===== src/rtl/anubis_uart_tx_pkg.sv =====
// rtl/anubis_uart_tx_pkg.sv - shared block geometry and FSM encoding for the Anubis UART transmitter
package anubis_uart_tx_pkg;
   localparam int ANUBIS_BLOCK_W = 128;
   localparam int BLOCK_BYTES    = 16;

   typedef enum logic [1:0] {
      ST_IDLE  = 2'd0,
      ST_START = 2'd1,
      ST_DATA  = 2'd2,
      ST_STOP  = 2'd3
   } tx_state_t;
endpackage


===== src/rtl/anubis_uart_tx_if.sv =====
// rtl/anubis_uart_tx_if.sv - block handover handshake between cipher core and UART transmitter
interface anubis_uart_tx_if;
   import anubis_uart_tx_pkg::*;

   logic [ANUBIS_BLOCK_W-1:0] blk_data;
   logic                      blk_valid;
   logic                      blk_ready;

   modport master (output blk_data, output blk_valid, input blk_ready);
   modport slave  (input blk_data, input blk_valid, output blk_ready);
endinterface


===== src/rtl/anubis_uart_tx_tick_sync.sv =====
// rtl/anubis_uart_tx_tick_sync.sv - synchronises the divided clock and emits one tick per rising edge
module anubis_uart_tx_tick_sync (
   input  logic clk_w5,
   input  logic reset_b,
   input  logic clk_div,
   output logic tick
);
   // [0],[1] form the synchroniser; [2] holds the previous synchronised level
   logic [2:0] sync_q;

   always_ff @(posedge clk_w5 or posedge reset_b) begin
      if (reset_b) begin
         sync_q <= '0;
      end else begin
         sync_q <= {sync_q[1:0], clk_div};
      end
   end

   assign tick = sync_q[1] & ~sync_q[2];
endmodule


===== src/rtl/anubis_uart_tx.sv =====
// rtl/anubis_uart_tx.sv - sends one 128-bit Anubis block as 16 UART 8N1 bytes, timed by clk_div ticks
module anubis_uart_tx
   import anubis_uart_tx_pkg::*;
#(
   parameter int TICKS_PER_BIT = 17,
   parameter int STOP_BITS     = 1
) (
   input  logic            clk_w5,
   input  logic            reset_b,
   input  logic            clk_div,
   anubis_uart_tx_if.slave blk,
   output logic            tx,
   output logic            busy,
   output logic            byte_done
);
   localparam int              TC_W      = (TICKS_PER_BIT > 1) ? $clog2(TICKS_PER_BIT) : 1;
   localparam logic [TC_W-1:0] TC_LAST   = TC_W'(TICKS_PER_BIT - 1);
   localparam logic [2:0]      STOP_LAST = 3'(STOP_BITS - 1);
   localparam logic [3:0]      BYTE_LAST = 4'(BLOCK_BYTES - 1);

   tx_state_t                 state, state_n;
   logic [TC_W-1:0]           tc, tc_n;
   logic [2:0]                bit_cnt, bit_n;
   logic [3:0]                byte_cnt, byte_n;
   logic [ANUBIS_BLOCK_W-1:0] shreg, sh_n;
   logic [7:0]                cur_byte;
   logic                      tx_n;
   logic                      done_n;
   logic                      tick;
   logic                      bit_end;

   anubis_uart_tx_tick_sync u_tick_sync (
      .clk_w5  (clk_w5),
      .reset_b (reset_b),
      .clk_div (clk_div),
      .tick    (tick)
   );

   assign bit_end         = tick && (tc == TC_LAST);
   assign cur_byte        = sh_n[ANUBIS_BLOCK_W-1 -: 8];
   assign blk.blk_ready   = (state == ST_IDLE);
   assign busy            = (state != ST_IDLE);

   always_ff @(posedge clk_w5 or posedge reset_b) begin
      if (reset_b) begin
         state     <= ST_IDLE;
         tc        <= '0;
         bit_cnt   <= '0;
         byte_cnt  <= '0;
         shreg     <= '0;
         tx        <= 1'b1;
         byte_done <= 1'b0;
      end else begin
         state     <= state_n;
         tc        <= tc_n;
         bit_cnt   <= bit_n;
         byte_cnt  <= byte_n;
         shreg     <= sh_n;
         tx        <= tx_n;
         byte_done <= done_n;
      end
   end

   always_comb begin
      state_n = state;
      tc_n    = tc;
      bit_n   = bit_cnt;
      byte_n  = byte_cnt;
      sh_n    = shreg;
      done_n  = 1'b0;

      // IDLE ignores ticks, so a tick landing on the transfer cycle never advances tc
      if (state != ST_IDLE && tick) begin
         tc_n = bit_end ? '0 : tc + TC_W'(1);
      end

      case (state)
         ST_IDLE: begin
            if (blk.blk_valid) begin
               state_n = ST_START;
               tc_n    = '0;
               bit_n   = '0;
               byte_n  = '0;
               sh_n    = blk.blk_data;
            end
         end
         ST_START: begin
            if (bit_end) state_n = ST_DATA;
         end
         ST_DATA: begin
            if (bit_end) begin
               bit_n = bit_cnt + 3'd1;
               if (bit_cnt == 3'd7) begin
                  sh_n    = shreg << 8;
                  state_n = ST_STOP;
               end
            end
         end
         ST_STOP: begin
            // bit_cnt is reused to count stop bits
            if (bit_end) begin
               if (bit_cnt == STOP_LAST) begin
                  bit_n  = '0;
                  done_n = 1'b1;
                  if (byte_cnt == BYTE_LAST) begin
                     state_n = ST_IDLE;
                  end else begin
                     byte_n  = byte_cnt + 4'd1;
                     state_n = ST_START;
                  end
               end else begin
                  bit_n = bit_cnt + 3'd1;
               end
            end
         end
         default: state_n = ST_IDLE;
      endcase

      // line level is decided from the next state so the pin comes straight off a flop
      case (state_n)
         ST_START: tx_n = 1'b0;
         ST_DATA:  tx_n = cur_byte[bit_n];
         default:  tx_n = 1'b1;
      endcase
   end
endmodule

===== src/flat_wrapper.sv =====
// flat-port wrapper written by rule: the top's interface ports become plain ports
module anubis_uart_tx_flat import anubis_uart_tx_pkg::*;
#(
   parameter int TICKS_PER_BIT = 17,
   parameter int STOP_BITS     = 1
)
  (clk_w5, reset_b, clk_div, tx, busy, byte_done, blk_blk_data, blk_blk_valid, blk_blk_ready);
  anubis_uart_tx_if blk_i ();
  input  logic clk_w5;
  input  logic reset_b;
  input  logic clk_div;
  output logic tx;
  output logic busy;
  output logic byte_done;
  input wire logic [$bits(blk_i.blk_data)-1:0] blk_blk_data;
  input wire logic [$bits(blk_i.blk_valid)-1:0] blk_blk_valid;
  output wire logic [$bits(blk_i.blk_ready)-1:0] blk_blk_ready;
  assign blk_i.blk_data = blk_blk_data;
  assign blk_i.blk_valid = blk_blk_valid;
  assign blk_blk_ready = blk_i.blk_ready;
  anubis_uart_tx #(.TICKS_PER_BIT(TICKS_PER_BIT), .STOP_BITS(STOP_BITS)) u_core (.clk_w5(clk_w5), .reset_b(reset_b), .clk_div(clk_div), .blk(blk_i), .tx(tx), .busy(busy), .byte_done(byte_done));
endmodule

===== config.mk =====
export PLATFORM = sky130hd
export DESIGN_NAME = anubis_uart_tx_flat
export DESIGN_NICKNAME = d
export VERILOG_FILES = /design/src/rtl/anubis_uart_tx_pkg.sv /design/src/rtl/anubis_uart_tx_if.sv /design/src/rtl/anubis_uart_tx_tick_sync.sv /design/src/rtl/anubis_uart_tx.sv /design/src/flat_wrapper.sv
export SDC_FILE = /design/constraint.sdc
export NUM_CORES = 1
export LEC_CHECK = 0
export CAP_MARGIN = 20
export CELL_PAD_IN_SITES_DETAIL_PLACEMENT = 0
export CELL_PAD_IN_SITES_GLOBAL_PLACEMENT = 1
export CORE_MARGIN = 2
export CORE_UTILIZATION = 43
export CTS_BUF_LIST = sky130_fd_sc_hd__clkbuf_4
export CTS_CLUSTER_SIZE = 12
export DETAILED_ROUTE_END_ITERATION = 12
export PLACE_DENSITY = 0.94
export SETUP_SLACK_MARGIN = 0.5
export SKIP_CTS_REPAIR_TIMING = 1
export SLEW_MARGIN = 40
export SYNTH_ARGS = -nofsm -noshare
export SYNTH_HDL_FRONTEND = slang
export SYNTH_HIERARCHICAL = 1
export SYNTH_SLANG_ARGS = --single-unit

===== constraint.sdc =====
create_clock -name clk_w5 -period 11.3 [get_ports clk_w5]
set_clock_uncertainty 0.1 [all_clocks]
set_input_delay 2.825 -clock clk_w5 [delete_from_list [all_inputs] [get_ports clk_w5]]
set_output_delay 2.825 -clock clk_w5 [all_outputs]
set_load 0.03 [all_outputs]

==> flow_summary_export.csv <==
group,metric,value,unit
flow_run,cap_violations,0,
floorplan,core_area,14500,µm²
finish,layout.nets,913,
sta,timing.final.ws_setup,5.63,ns
clock_network,clockRootBuffer,"sky130_fd_sc_hd__clkbuf_4",
logic_synthesis,edff_count_synth,0,
logic_synthesis,ys_top_cells_by_area,"sky130_fd_sc_hd__dfrtp_1, sky130_fd_sc_hd__nand2_1, sky130_fd_sc_hd__a22oi_1",
worst_setup_path,reg2reg_to,"u_core/tx",
logic_synthesis,yosys_synthesis_warning_count,6,
finish,fillers,1285,
worst_hold_path,worst_hold_startpoint,"u_core/u_tick_sync/sync_q[0]",
finish,final-instance-count-excl-fill,971,
global_route,maximum_number_of_pins_on_one_net_before_global_route_repair,91,
logic_synthesis,synth_top_cell_by_area,"sky130_fd_sc_hd__dfrtp_1",
clock_network,cts.reportedPaths.clkPinSlew,0.12,ns
clock_network,htree_levels,4,
placement,cell_count_post_placement,940,
power,power.combinational.fraction,0.254,
drt,wl_per_cell,15.8,µm
logic_synthesis,synth_top_flop_cell,"sky130_fd_sc_hd__dfrtp_1",
sta,timing_hold_violations_final,0,
logic_synthesis,yosys.area_share.adder,0.0117,
drt,vias_per_cell,5.34,
power,power_report.internal_total,1050,µW
global_route,grtUsageTotal,0.196,
worst_setup_path,critical_path.reg2reg.startpoint,"u_core/state[0]",
logic_synthesis,async_flop_share,1.00,
drt,drt_pass1_iterations,6,
worst_setup_path,crit_type,"in -> reg",
clock_network,numClockSinks,147,
power,switching_power,538,µW
drt,wl_met3,926,µm
power,power.ir.vdd_worst,0.0995,mV
placement,detailedPlacementHpwl,10200,µm
logic_synthesis,syn-mean-instance-area,9.72,µm²
worst_setup_path,worst-r2r-setup-slack,7.86,ns
drt,route.detailed.drc,0,
worst_hold_path,hold_path_class,"reg -> reg",
floorplan,start_util,0.440,
floorplan,ioPinCount,136,
clock_network,cts_tree,"built",
logic_synthesis,syn_inst,658,
logic_synthesis,netlist_area,6400,µm²
global_route,grt_pass1_wl,25100,µm
floorplan,die-area,15900,µm²
drt,met1_wirelength,6670,µm
drt,route.vias.total,5189,
worst_setup_path,crit_path_start_kind,"primary input",
power,clockPowerShare,0.165,
worst_setup_path,cp_data_required_time,11.66,ns
logic_synthesis,synth.distinct_cells,43,
sta,setup_viol,0,
logic_synthesis,synthMuxAreaShare,0.00645,
worst_setup_path,worstRegToRegCells,9,
drt,highest_layer,"met4",
outcome,result_of_the_run,"finished clean",
placement,globalplace.congestion,0.826,
sta,headroom_to_the_max_slew_limit,0.497,
clock_network,worst_skew_pair.late_latency,0.54,ns
clock_network,cts_buffers,17,
logic_synthesis,synthSimpleGateAreaFrac,0.201,
placement,pre_cts_slack,5.11,ns
finish,fraction_of_layout_cells_with_a_size_suffix_above_1,0.0534,
worst_setup_path,endpoint_kind,"register",
power,total_leakage_power,0.00382,µW
global_route,first_global_vias,5200,
sta,grt_setup_unrepaired,"no",
floorplan,rows,44,
power,total_power,1590,µW
floorplan,die_w,126,µm
worst_setup_path,path_max_fanout,69,
sta,f_max,176,MHz
placement,numPortBuffers,135,
logic_synthesis,synth_seq_cells,147,
power,power.switching_fraction,0.339,
logic_synthesis,synth_top_family_by_area,"simple AND/OR/NAND/NOR gates",
finish,stdcell_area,8060,µm²
logic_synthesis,synth-compound-area-share,0.165,
worst_hold_path,hold_end,"u_core/u_tick_sync/sync_q[1]",
logic_synthesis,synth.yosys.seq_area_share,0.575,
drt,initialDrtViolationCount,395,
logic_synthesis,synthesis.nets,796,
clock_network,cts-root-to-sink-buffers,2,
sta,final-max-slew-violation-count,0,
sta,min_period_over_period,0.502,
power,power_per_unit_of_standard_cell_area,197,nW/µm²
power,p_seq_frac,0.581,
logic_synthesis,yosysTopAreaCellShare,0.571,
placement,place_area,7850,µm²
sta,tns,0,ns
sta,period_minus_slack,5.67,ns
global_route,grt_antenna_before_repair,1,
drt,drt-total-wl,15300,µm
worst_setup_path,critical_path_arrival,6.03,ns
sta,worst-slew-pin-transition,0.754,ns
worst_hold_path,worst_hold_path.num_cells,0,
logic_synthesis,synth_xor_xnor_area_share,0.00548,
drt,dr_wl_met2,7470,µm
global_route,grt_overflow,0,
floorplan,die_y,126,µm
finish,flow.area_growth_from_synthesis,26.0,%
drt,detail-route-antenna-nets,0,
-- routing by layer --
| metal | vias to the layer above | GRT usage |
|---|---|---|
| met5 | - | 0 |
| met4 | 0 | 0.0685 |
| met3 | 16 | 0.0603 |
| met2 | 156 | 0.314 |
| met1 | 2513 | 0.255 |
| li1 | 2504 | - |
-- cells in the mapped netlist (2+ instances only) --
cell type	instances
sky130_fd_sc_hd__buf_2	2
sky130_fd_sc_hd__clkbuf_1	28
sky130_fd_sc_hd__xor2_1	4
sky130_fd_sc_hd__a21boi_0	2
sky130_fd_sc_hd__nand2b_1	2
sky130_fd_sc_hd__inv_1	9
sky130_fd_sc_hd__buf_6	3
sky130_fd_sc_hd__a22oi_1	112
sky130_fd_sc_hd__o31ai_1	2
sky130_fd_sc_hd__o21ai_0	5
sky130_fd_sc_hd__nand2_1	251
sky130_fd_sc_hd__ha_1	6
sky130_fd_sc_hd__a21oi_1	4
sky130_fd_sc_hd__dfrtp_1	146
sky130_fd_sc_hd__nor2_1	9
sky130_fd_sc_hd__a221o_1	8
sky130_fd_sc_hd__and2_1	9
sky130_fd_sc_hd__nor3_1	2
sky130_fd_sc_hd__buf_1	10
sky130_fd_sc_hd__nand3_1	11
sky130_fd_sc_hd__nor2b_1	3
sky130_fd_sc_hd__nand4_1	7
sky130_fd_sc_hd__mux2i_1	3
-- cell families (layout without fill, tap and decap cells) --
kind of cell | Yosys count | count (layout)
AND/OR/NAND/NOR | 305 | 305
flip-flops | 147 | 147
AO/OA/AOI/OAI | 140 | 140
buffers and inverters | 52 | 180
adder cells (fa/ha/maj) | 6 | 6
XOR/XNOR | 4 | 4
multiplexers | 4 | 4
other | 0 | 1
-- power by group through the flow --
stage | combinational, µW | clock (µW) | sequential, µW
finish | 403 | 262 | 922
global route | 464 | 295 | 949
CTS | 407 | 273 | 921
detailed placement | 406 | 0 | 929
global placement | 384 | 0 | 922
floorplan | 296 | 0 | 885
-- placed cells by master (no fill, tap or decap), types with 2 or more instances in the layout --
master | netlist | routed
sky130_fd_sc_hd__nand2_1 | 251 | 251
sky130_fd_sc_hd__dfrtp_1 | 146 | 146
sky130_fd_sc_hd__clkdlybuf4s50_1 | 0 | 135
sky130_fd_sc_hd__a22oi_1 | 112 | 112
sky130_fd_sc_hd__clkbuf_4 | 0 | 21
sky130_fd_sc_hd__nand3_1 | 11 | 11
sky130_fd_sc_hd__nor2_1 | 9 | 9
sky130_fd_sc_hd__and2_1 | 9 | 9
sky130_fd_sc_hd__inv_1 | 9 | 8
sky130_fd_sc_hd__a221o_1 | 8 | 8
sky130_fd_sc_hd__nand4_1 | 7 | 7
sky130_fd_sc_hd__ha_1 | 6 | 6
sky130_fd_sc_hd__o21ai_0 | 5 | 5
sky130_fd_sc_hd__clkinv_1 | 0 | 4
sky130_fd_sc_hd__clkinv_2 | 0 | 4
sky130_fd_sc_hd__a21oi_1 | 4 | 4
sky130_fd_sc_hd__xor2_1 | 4 | 4
sky130_fd_sc_hd__buf_4 | 0 | 4
sky130_fd_sc_hd__nor2b_1 | 3 | 3
sky130_fd_sc_hd__mux2i_1 | 3 | 3
sky130_fd_sc_hd__a21oi_4 | 1 | 2
sky130_fd_sc_hd__nor3_1 | 2 | 2
sky130_fd_sc_hd__nand2b_1 | 2 | 2
sky130_fd_sc_hd__a21boi_0 | 2 | 2
sky130_fd_sc_hd__o31ai_1 | 2 | 2
-- registers in the layout (all words and copies together), names as in the netlist --
name                       cells
u_core/shreg                 128
u_core/tc                      5
u_core/byte_cnt                4
u_core/bit_cnt                 3
u_core/u_tick_sync/sync_q      3
u_core/state                   2
u_core/byte_done               1
u_core/tx                      1
-- cell type report --
class	instances	area, µm²	share of cell area
Tap cell	184	230	0.0286
Clock inverter	9	42.5	0.00528
Inverter	9	38.8	0.00481
Clock buffer	21	158	0.0196
Multi-Input combinational cell	459	2500	0.311
Timing Repair Buffer	141	1410	0.174
Sequential cell	147	3680	0.456
Antenna cell	1	2.50	0.000310
-- how the worst max path moves through the flow --
stage,start,endpoint,slack (ns),depth (start not counted)
global placement,blk_blk_valid,u_core/tx,5.20,10
finish,blk_blk_valid,u_core/tx,5.63,10
floorplan,reset_b,u_core/bit_cnt[0],4.51,1
detailed placement,blk_blk_valid,u_core/tx,5.11,10
global route,blk_blk_valid,u_core/tx,5.47,10
CTS,blk_blk_valid,u_core/tx,5.71,10
-- critical path, stage by stage --
cell and delay, ns:
sky130_fd_sc_hd__clkdlybuf4s50_1 0.44, sky130_fd_sc_hd__nor3b_4 0.16, sky130_fd_sc_hd__buf_4 0.32, sky130_fd_sc_hd__a21oi_4 0.18, sky130_fd_sc_hd__buf_4 0.46, sky130_fd_sc_hd__buf_4 0.65
sky130_fd_sc_hd__a221o_1 0.29, sky130_fd_sc_hd__mux2i_1 0.08, sky130_fd_sc_hd__or3_1 0.31, sky130_fd_sc_hd__a41oi_1 0.21
-- stage by stage --
stage,hold WS [ns],util
global placement,0.239,0.540
finish,0.264,0.555
floorplan,0.231,-
detailed placement,0.239,0.540
global route,0.286,0.555
CTS,0.268,0.554
Note: power is estimated with default switching activity, not from simulation.
